<file path="src/rtl/psram_pkg.sv">
// Shared types for the PSRAM front end: arbiter FSM states, grant owners, bus widths.
// Pure declarations; no timing or flow-control behaviour of its own.
package psram_pkg;

    localparam int ADDR_W = 24;
    localparam int DATA_W = 16;

    typedef enum logic [2:0] {
        IDLE      = 3'd0,
        ISSUE     = 3'd1,
        WAIT_BUSY = 3'd2,
        WAIT_DONE = 3'd3,
        RESPOND   = 3'd4
    } arb_state_t;

    typedef enum logic [1:0] {
        OWN_NONE = 2'd0,
        OWN_VID  = 2'd1,
        OWN_CPU  = 2'd2
    } owner_t;

endpackage

</file>
<file path="src/rtl/psram_arbiter.sv">
// Two-client (video/CPU) single-word arbiter in front of the PSRAM QPI controller; ack = 4 + controller busy-to-done cycles.
// One transaction in flight; requests are held by clients until ack, and nothing is issued until the controller is ready.
module psram_arbiter
    import psram_pkg::*;
#(
    parameter int VIDEO_RUN_MAX = 4
) (
    input  logic              i_clk,
    input  logic              i_rst_n,
    input  logic              i_vid_req,
    input  logic [ADDR_W-1:0] i_vid_addr,
    output logic              o_vid_ack,
    output logic [DATA_W-1:0] o_vid_data,
    input  logic              i_cpu_req,
    input  logic              i_cpu_we,
    input  logic [ADDR_W-1:0] i_cpu_addr,
    input  logic [DATA_W-1:0] i_cpu_din,
    output logic              o_cpu_ack,
    output logic [DATA_W-1:0] o_cpu_data,
    output logic              o_mem_stb,
    output logic              o_mem_we,
    output logic [ADDR_W-1:0] o_mem_addr,
    output logic [DATA_W-1:0] o_mem_din,
    input  logic              i_mem_busy,
    input  logic              i_mem_done,
    input  logic [DATA_W-1:0] i_mem_dout
);

    localparam logic [3:0] RUN_MAX = 4'(VIDEO_RUN_MAX);

    arb_state_t        r_state;
    owner_t            r_owner;
    logic              r_we;
    logic [ADDR_W-1:0] r_addr;
    logic [DATA_W-1:0] r_din;
    logic [DATA_W-1:0] r_vid_data;
    logic [DATA_W-1:0] r_cpu_data;
    logic [3:0]        r_run;

    logic w_ready;
    logic w_cpu_wins;

    // Done is sticky, so busy must also be low to know the controller is truly idle.
    assign w_ready    = i_mem_done & ~i_mem_busy;
    assign w_cpu_wins = i_cpu_req & (~i_vid_req | (r_run == RUN_MAX));

    always_ff @(posedge i_clk or negedge i_rst_n) begin
        if (!i_rst_n) begin
            r_state    <= IDLE;
            r_owner    <= OWN_NONE;
            r_we       <= 1'b0;
            r_addr     <= '0;
            r_din      <= '0;
            r_vid_data <= '0;
            r_cpu_data <= '0;
            r_run      <= 4'd0;
        end else begin
            case (r_state)
                IDLE: begin
                    if (w_ready && (i_vid_req || i_cpu_req)) begin
                        r_state <= ISSUE;
                        if (w_cpu_wins) begin
                            r_owner <= OWN_CPU;
                            r_we    <= i_cpu_we;
                            r_addr  <= i_cpu_addr;
                            r_din   <= i_cpu_din;
                            r_run   <= 4'd0;
                        end else begin
                            r_owner <= OWN_VID;
                            r_we    <= 1'b0;
                            r_addr  <= i_vid_addr;
                            r_din   <= '0;
                            // Only consecutive video wins against a waiting CPU count towards the guard.
                            if (!i_cpu_req)
                                r_run <= 4'd0;
                            else if (r_run != RUN_MAX)
                                r_run <= r_run + 4'd1;
                        end
                    end
                end
                ISSUE: r_state <= WAIT_BUSY;
                WAIT_BUSY: begin
                    if (i_mem_busy)
                        r_state <= WAIT_DONE;
                end
                WAIT_DONE: begin
                    if (i_mem_done) begin
                        r_state <= RESPOND;
                        if (!r_we) begin
                            if (r_owner == OWN_VID)
                                r_vid_data <= i_mem_dout;
                            else
                                r_cpu_data <= i_mem_dout;
                        end
                    end
                end
                RESPOND: begin
                    r_state <= IDLE;
                    r_owner <= OWN_NONE;
                end
                default: r_state <= IDLE;
            endcase
        end
    end

    assign o_mem_stb  = (r_state == ISSUE);
    assign o_mem_we   = r_we;
    assign o_mem_addr = r_addr;
    assign o_mem_din  = r_din;
    assign o_vid_ack  = (r_state == RESPOND) && (r_owner == OWN_VID);
    assign o_cpu_ack  = (r_state == RESPOND) && (r_owner == OWN_CPU);
    assign o_vid_data = r_vid_data;
    assign o_cpu_data = r_cpu_data;

endmodule

</file>
<file path="config.mk">
export PLATFORM = sky130hd
export DESIGN_NAME = psram_arbiter
export DESIGN_NICKNAME = d
export VERILOG_FILES = /design/src/rtl/psram_pkg.sv /design/src/rtl/psram_arbiter.sv
export SDC_FILE = /design/constraint.sdc
export NUM_CORES = 1
export LEC_CHECK = 0
export CELL_PAD_IN_SITES_DETAIL_PLACEMENT = 0
export CELL_PAD_IN_SITES_GLOBAL_PLACEMENT = 2
export CORE_MARGIN = 2
export CORE_UTILIZATION = 24
export DETAILED_ROUTE_END_ITERATION = 16
export PLACE_DENSITY = 0.78
export RECOVER_POWER = 100
export SYNTH_ARGS = -nofsm -noshare
export SYNTH_HDL_FRONTEND = slang
export SYNTH_SLANG_ARGS = --single-unit
</file>
<file path="constraint.sdc">
create_clock -name i_clk -period 1.88 [get_ports i_clk]
set_input_delay 0.188 -clock i_clk [delete_from_list [all_inputs] [get_ports i_clk]]
set_output_delay 0.188 -clock i_clk [all_outputs]
set_load 0.05 [all_outputs]
</file>
==> impl_metrics.yaml <==
run_status:
  status: "completed"
grt:
  grt_pass1_vias: 3008
  overflow: 0
  grt_usage_pct: 13.08
  grt_pass1_wl_um: 15500
  grt_max_degree: 48
  antenna_found_initial: 0
synthesis:
  ys_seq_area_share_pct: 59.40
  avgSynthCellArea_um2: 11.75
  synth_area_um2: 3455
  synthArstFlopShare_pct: 100.0
  yosys.cell_types.count: 41
  synthFlopType: "dfrtp_1"
  synth_edf_count: 0
  ys_ff_latch: 82
  yosys_warnings: 0
  synth_cells: 294
  synth_nets: 383
setup_path:
  worstPathCellList: "dlygate4sd3_1"
  cp_slowest_cell: "dlygate4sd3_1"
  worstSetupStartpointType: "flip-flop"
  cpPeakStageDelay_ns: 0.90
  reg2regPathDepth: 4
  end_kind: "primary output"
  required_ns: 1.69
  critPathKind: "flip-flop to primary output"
  r2r_start: "r_state[2]$_DFFE_PN0P_"
  rrSetupSlack_ns: 0.12
  cp_data_arrival_time_ns: 1.60
  r2r_end: "o_vid_data[7]$_DFFE_PN0P_"
  path_max_fanout: 2
  crit_family: "buffers and inverters"
  worst-path-buf-inv: 1
drt:
  num_vias: 2912
  drtPass1Iterations: 4
  drc_errors: 0
  ant_nets: 0
  vias_per_cell: 4.501
  drt-initial-drc-count: 150
  routed_wirelength_um: 10060
  wire_per_inst_um: 15.55
floorplan:
  row_count: 43
  io_pins: 163
  die_area_um2: 15370
  die_h_um: 124.0
  die_w_um: 124.0
  core-area_um2: 13990
  initial_core_util_pct: 24.70
cells_and_area:
  stdcell_count: 647
  n_antenna_cell: 0
  drive_gt1_share_pct: 15.42
  fillers: 1388
  layout.nets: 551
  post-route-util_pct: 40.38
  final_area_um2: 5648
  area.growth.synth_to_final_pct: 63.49
timing:
  fin_skew_ns: 0.004637
  post-route-period-util_pct: 94.86
  finalSetupTns_ns: 0
  min_period_ns: 1.783
  hold_viol_final: 0
  setup_ws_ns: 0.09668
  max_freq_ghz: 0.5608
  slew_headroom_pct: 35.60
  finalSetupViolCount: 0
  slew_violations: 0
  rsz0062_at_grt: "false"
  worst_slew_pin_slew_ns: 0.9661
clock_network:
  cts_tree: "yes"
  cts_buffers: 9
  cts.repair_timing.setup_buffer_count: 0
  path_clk_slew_ns: 0.07
  htreeDepth: 3
  clock_path_buffers: 2
  clk_latency_ns: 0.33
  clockRootBuffer: "clkbuf_16"
  clock_sinks: 82
worst_hold_path:
  hold_class: "input port to flip-flop"
  hp-start: "i_cpu_addr[7]"
  holdPathEnd: "o_mem_addr[7]$_DFFE_PN0P_"
  whs_path_depth: 3
place:
  place.port_buffers: 162
  placed_cell_area_um2: 5411
  place_inst: 630
  place_hpwl_um: 7382
  globalplace.congestion: 0.7395
  pre_cts_ws_ns: -0.0001358
pwr:
  power.density_nw_per_um2: 1865
  p_leak_nw: 2.418
  ir_worst_vdd_uv: 664.4
run:
  drv_cap: 0
worst max-delay path by stage:
stage | to | startpoint | slack (ns) | depth (start not counted)
2_1_floorplan | o_mem_stb | r_state[1]$_DFFE_PN0P_ | 0.01 | 2
3_3_place_gp | o_mem_din[7]$_DFFE_PN0P_ | i_cpu_req | 0.05 | 6
3_5_place_dp | o_mem_din[9]$_DFFE_PN0P_ | i_mem_done | -0.0001 | 6
4_1_cts | r_owner[1]$_DFFE_PN0P_ | r_run[0]$_DFFE_PN0P_ | 0.13 | 6
5_1_grt | o_mem_addr[13]$_DFFE_PN0P_ | r_run[0]$_DFFE_PN0P_ | 0.03 | 7
6_report | o_mem_addr[10] | o_mem_addr[10]$_DFFE_PN0P_ | 0.1 | 1
cell usage after synthesis (2+ instances only):
cell,number,area (um^2)
buf_2,11,55.05
and4b_1,2,20.02
nor2b_1,3,18.77
nor2_1,26,97.59
dfrtp_1,82,2052
o211ai_1,2,15.01
a22o_1,17,148.9
mux2_2,32,360.4
o21ai_0,3,15.01
inv_1,4,15.01
nand2_1,27,101.4
a21oi_1,49,245.2
clkbuf_1,3,11.26
nor3b_1,3,22.52
ha_1,2,25.02
nand2b_1,3,18.77
metrics by stage:
stage	power [mW]	hold WS, ns
after floorplan	6.959	-0.1076
after global placement	9.129	0.1885
after detailed placement	9.198	0.2046
after CTS	11.03	0.3776
after global routing	11.12	0.3823
final	10.53	0.3905
flip-flops by register name, indices dropped and copies added, names as in the netlist:
register,cells
o_cpu_data,16
o_vid_data,16
o_mem_addr,24
r_state,3
r_run,4
o_mem_din,16
o_mem_we,1
r_owner,2
layout make-up:
| type | count | area (um^2) | share of cell area (%) |
|---|---|---|---|
| flip-flops and latches | 82 | 2052 | 36.33 |
| repair buffers | 175 | 1782 | 31.55 |
| multi-input cells | 190 | 1272 | 22.53 |
| clock buffers | 9 | 225.2 | 3.988 |
| well taps | 180 | 225.2 | 3.988 |
| clock inverters | 7 | 76.32 | 1.351 |
| inverters | 4 | 15.01 | 0.2658 |
layer usage:
layer | GRT usage [%] | share of wire [%] | wire [um] | vias up
met5 | 0 | 0 | 0 | -
met4 | 3.862 | 1.1 | 106 | 0
met3 | 5.082 | 11 | 1113 | 8
met2 | 20.12 | 44 | 4405 | 134
met1 | 17.07 | 44 | 4434 | 1396
li1 | - | - | - | 1374
power breakdown:
part           total, mW  switching (mW)  leakage, nW  internal, mW
registers           3.11           0.510         1.00          2.60
logic               5.63            3.72         1.28          1.91
clock network       1.79           0.750        0.142          1.04
kinds of logic after synthesis:
| family | after synthesis | share of synthesized area, % |
|---|---|---|
| simple gates | 80 | 12.75 |
| compound gates | 76 | 13.44 |
| mux | 32 | 10.43 |
| fa+ha+maj | 2 | 0.7243 |
| buf+inv | 22 | 3.259 |
| flops | 82 | 59.40 |
cell usage in the layout, fill, tap and decap left out, drive strengths merged:
master	n
or3b	1
clkinvlp	2
inv	6
nor2b	3
a2bb2oi	1
clkbuf	14
o211ai	2
clkinv	2
o2bb2ai	1
bufinv	1
nand2	27
and3	2
and4bb	1
and4b	2
o22ai	1
a22o	17
clkdlybuf4s50	84
nand2b	3
dlymetal6s2s	1
o31ai	1
mux2	32
nor3	3
dfrtp	82
a21oi	49
or3	1
nor3b	4
a221oi	1
o21ai	3
nor2	28
nand3	1
nand4bb	1
or2	2
ha	2
dlygate4sd3	74
buf	11
nand4b	1
repair_timing:
action | CTS | global route
endpoints found under the hold margin | 35 | 0
setup endpoints to repair | 0 | 0
resized for setup | 0 | 0
hold buffers | 1 | 0
Power figures use the tool's default switching activity.
==> patch: new RTL, config.mk and constraints unchanged <==
Change the package constant `DATA_W` from 16 to 32.
--- a/src/rtl/psram_pkg.sv
+++ b/src/rtl/psram_pkg.sv
@@ -5,3 +5,3 @@
     localparam int ADDR_W = 24;
-    localparam int DATA_W = 16;
+    localparam int DATA_W = 32;
 
Ports: changed (5 resized); port bits go from 163 to 243. No check against the original RTL was run, so the function may have changed too.
==> patch against the unedited design <==
  * Cell count rose by 45%
  * Sequential cell count rose by 48
  * Setup slack got worse by 11 ps
  * Non-clock buffer count rose by 85
  * Critical path depth did not move
  * Cell area rose by 52%
  * Synthesized area rose by 51%
  * Total power rose by 68%
  * Synthesized cell count rose by 35%
  * Count of clock-buffer cells in the layout rose by 9
  * Largest cell class unchanged
  * Clock power rose by 83%
  * Wire length rose by 50%
==> patch: results (changes against the unedited design) <==
via count of the first global-routing pass=4615 (+53%); fillcell total=1983 (+43%); critical-path cell with the highest stage delay=clkdlybuf4s50_1; Fin Clk Skew=10.6 ps (+5.92 ps); largest net degree at the start of global routing=45 (-6.3%); number of H-tree levels=4 (+1); top cells by area in the synthesized netlist=dfrtp_1 62%, mux2_2 14%, a22o_1 5.6%; sequential fraction of the synthesis area=62.5% (+3.1 points); Layout Cells excl Fill=939 (+45%); mean area per synthesized cell=13.1 um^2 (+11%); switch share=45.8% (-1.4 points); status=finished, final reports clean; peak supply drop=930 uV (+40%); first drt pass iteration count=7 (+3); WL/cell=16.1 um (+3.4%); final layout net count=772 (+40%); share of layout cells above drive strength 1=19.1% (+3.7 points); count of input and output buffers=242 (+49%); leakage power=3.59 nW (+49%); slowest stage delay, CP=830 ps (-70 ps); count of routing violations after the opening detailed-route iteration=143 (-4.7%); total track usage=13.1% (+0.069 points); number of instances in the placed design=906 (+44%); first-pass GRT wire length=23.4 mm (+51%); number of CTS-inserted buffers=17 (+8); number of unique standard cell types used by synthesis=41 (unchanged); gp weighted congestion=0.741 (+0.16%)
## patch: cell types whose count changed in the layout (fill, tap and decap cells not counted), moves of 3 or more
cell / before / now
buf_4: 3 / 9
clkdlybuf4s50_1: 84 / 233
mux2_2: 32 / 63
dlygate4sd3_1: 74 / 5
clkinv_2: 1 / 4
dfrtp_1: 82 / 130
a22o_1: 17 / 33
clkbuf_16: 9 / 17
## patch: kinds of logic (layout without fill, tap and decap cells)
group           count (synthesis)  count (layout)  synth area share [%]
compound gates                 92              92                  11.6
flops                         130             130                  62.5
mux                            64              64                  13.8
simple gates                   80              80                  8.43
buf+inv                        30             296                  3.17
fa+ha+maj                       2               2                 0.480
## patch: cell type report
class                   instances  area [um^2]  share of cell area [%]
flip-flops and latches        130         3250                    37.8
repair buffers                260         2620                    30.4
multi-input cells             238         1800                    20.9
clock buffers                  18          429                    4.98
well taps                     275          344                    4.00
clock inverters                14          153                    1.77
inverters                       4         15.0                   0.174
## patch: final timing paths
kind / from / to / slack, ps
min: i_cpu_addr[10] / o_mem_addr[10] / 320
max in group asynchronous: i_rst_n / o_vid_data[9] / 340
max reg2reg: r_state[2] / o_cpu_data[1] / 130
min in group asynchronous: i_rst_n / o_mem_addr[9] / 510
max: o_mem_addr[4] / o_mem_addr[4] / 90
min reg2reg: o_cpu_data[28] / o_cpu_data[28] / 500
## patch: routing by layer
| metal | up-vias | global-route usage, % | routed length [um] |
|---|---|---|---|
| met4 | 0 | 4.44 | 259 |
| met2 | 187 | 21.4 | 7080 |
| li1 | 1912 | - | - |
| met3 | 17 | 5.81 | 1490 |
| met5 | - | 0 | 0 |
| met1 | 2030 | 15.5 | 6260 |
## patch: power by group through the flow
| stage | Combinational, mW | Clock, mW | Sequential, mW |
|---|---|---|---|
| floorplan | 1.75 | 0 | 9.26 |
| global placement | 9.55 | 0 | 4.90 |
| detailed placement | 9.63 | 0 | 4.95 |
| CTS | 9.65 | 3.38 | 4.93 |
| global route | 9.93 | 3.52 | 5.09 |
| finish | 9.51 | 3.27 | 4.91 |
## patch: worst min-delay path, stage by stage
cell,delay (ps)
clkdlybuf4s50_1,400
nand2_1,60
a21oi_1,50
## patch: stage by stage
stage	cell area (um^2)	hold slack (ps)	power, mW	setup slack [ps]
after floorplan	5210	-108	11.0	13.9
after global placement	8070	132	14.5	-28.6
after detailed placement	8070	139	14.6	-53.7
after CTS	8670	250	18.0	49.4
after global routing	8610	309	18.5	8.62
final	8610	315	17.7	86.1
## patch: timing repair
action	in CTS	in global routing
pin swaps	1	0
hold buffers	1	0
hold endpoints to repair	35	0
endpoints found under the setup margin	1	1
resized for setup	1	1
gates cloned	0	0
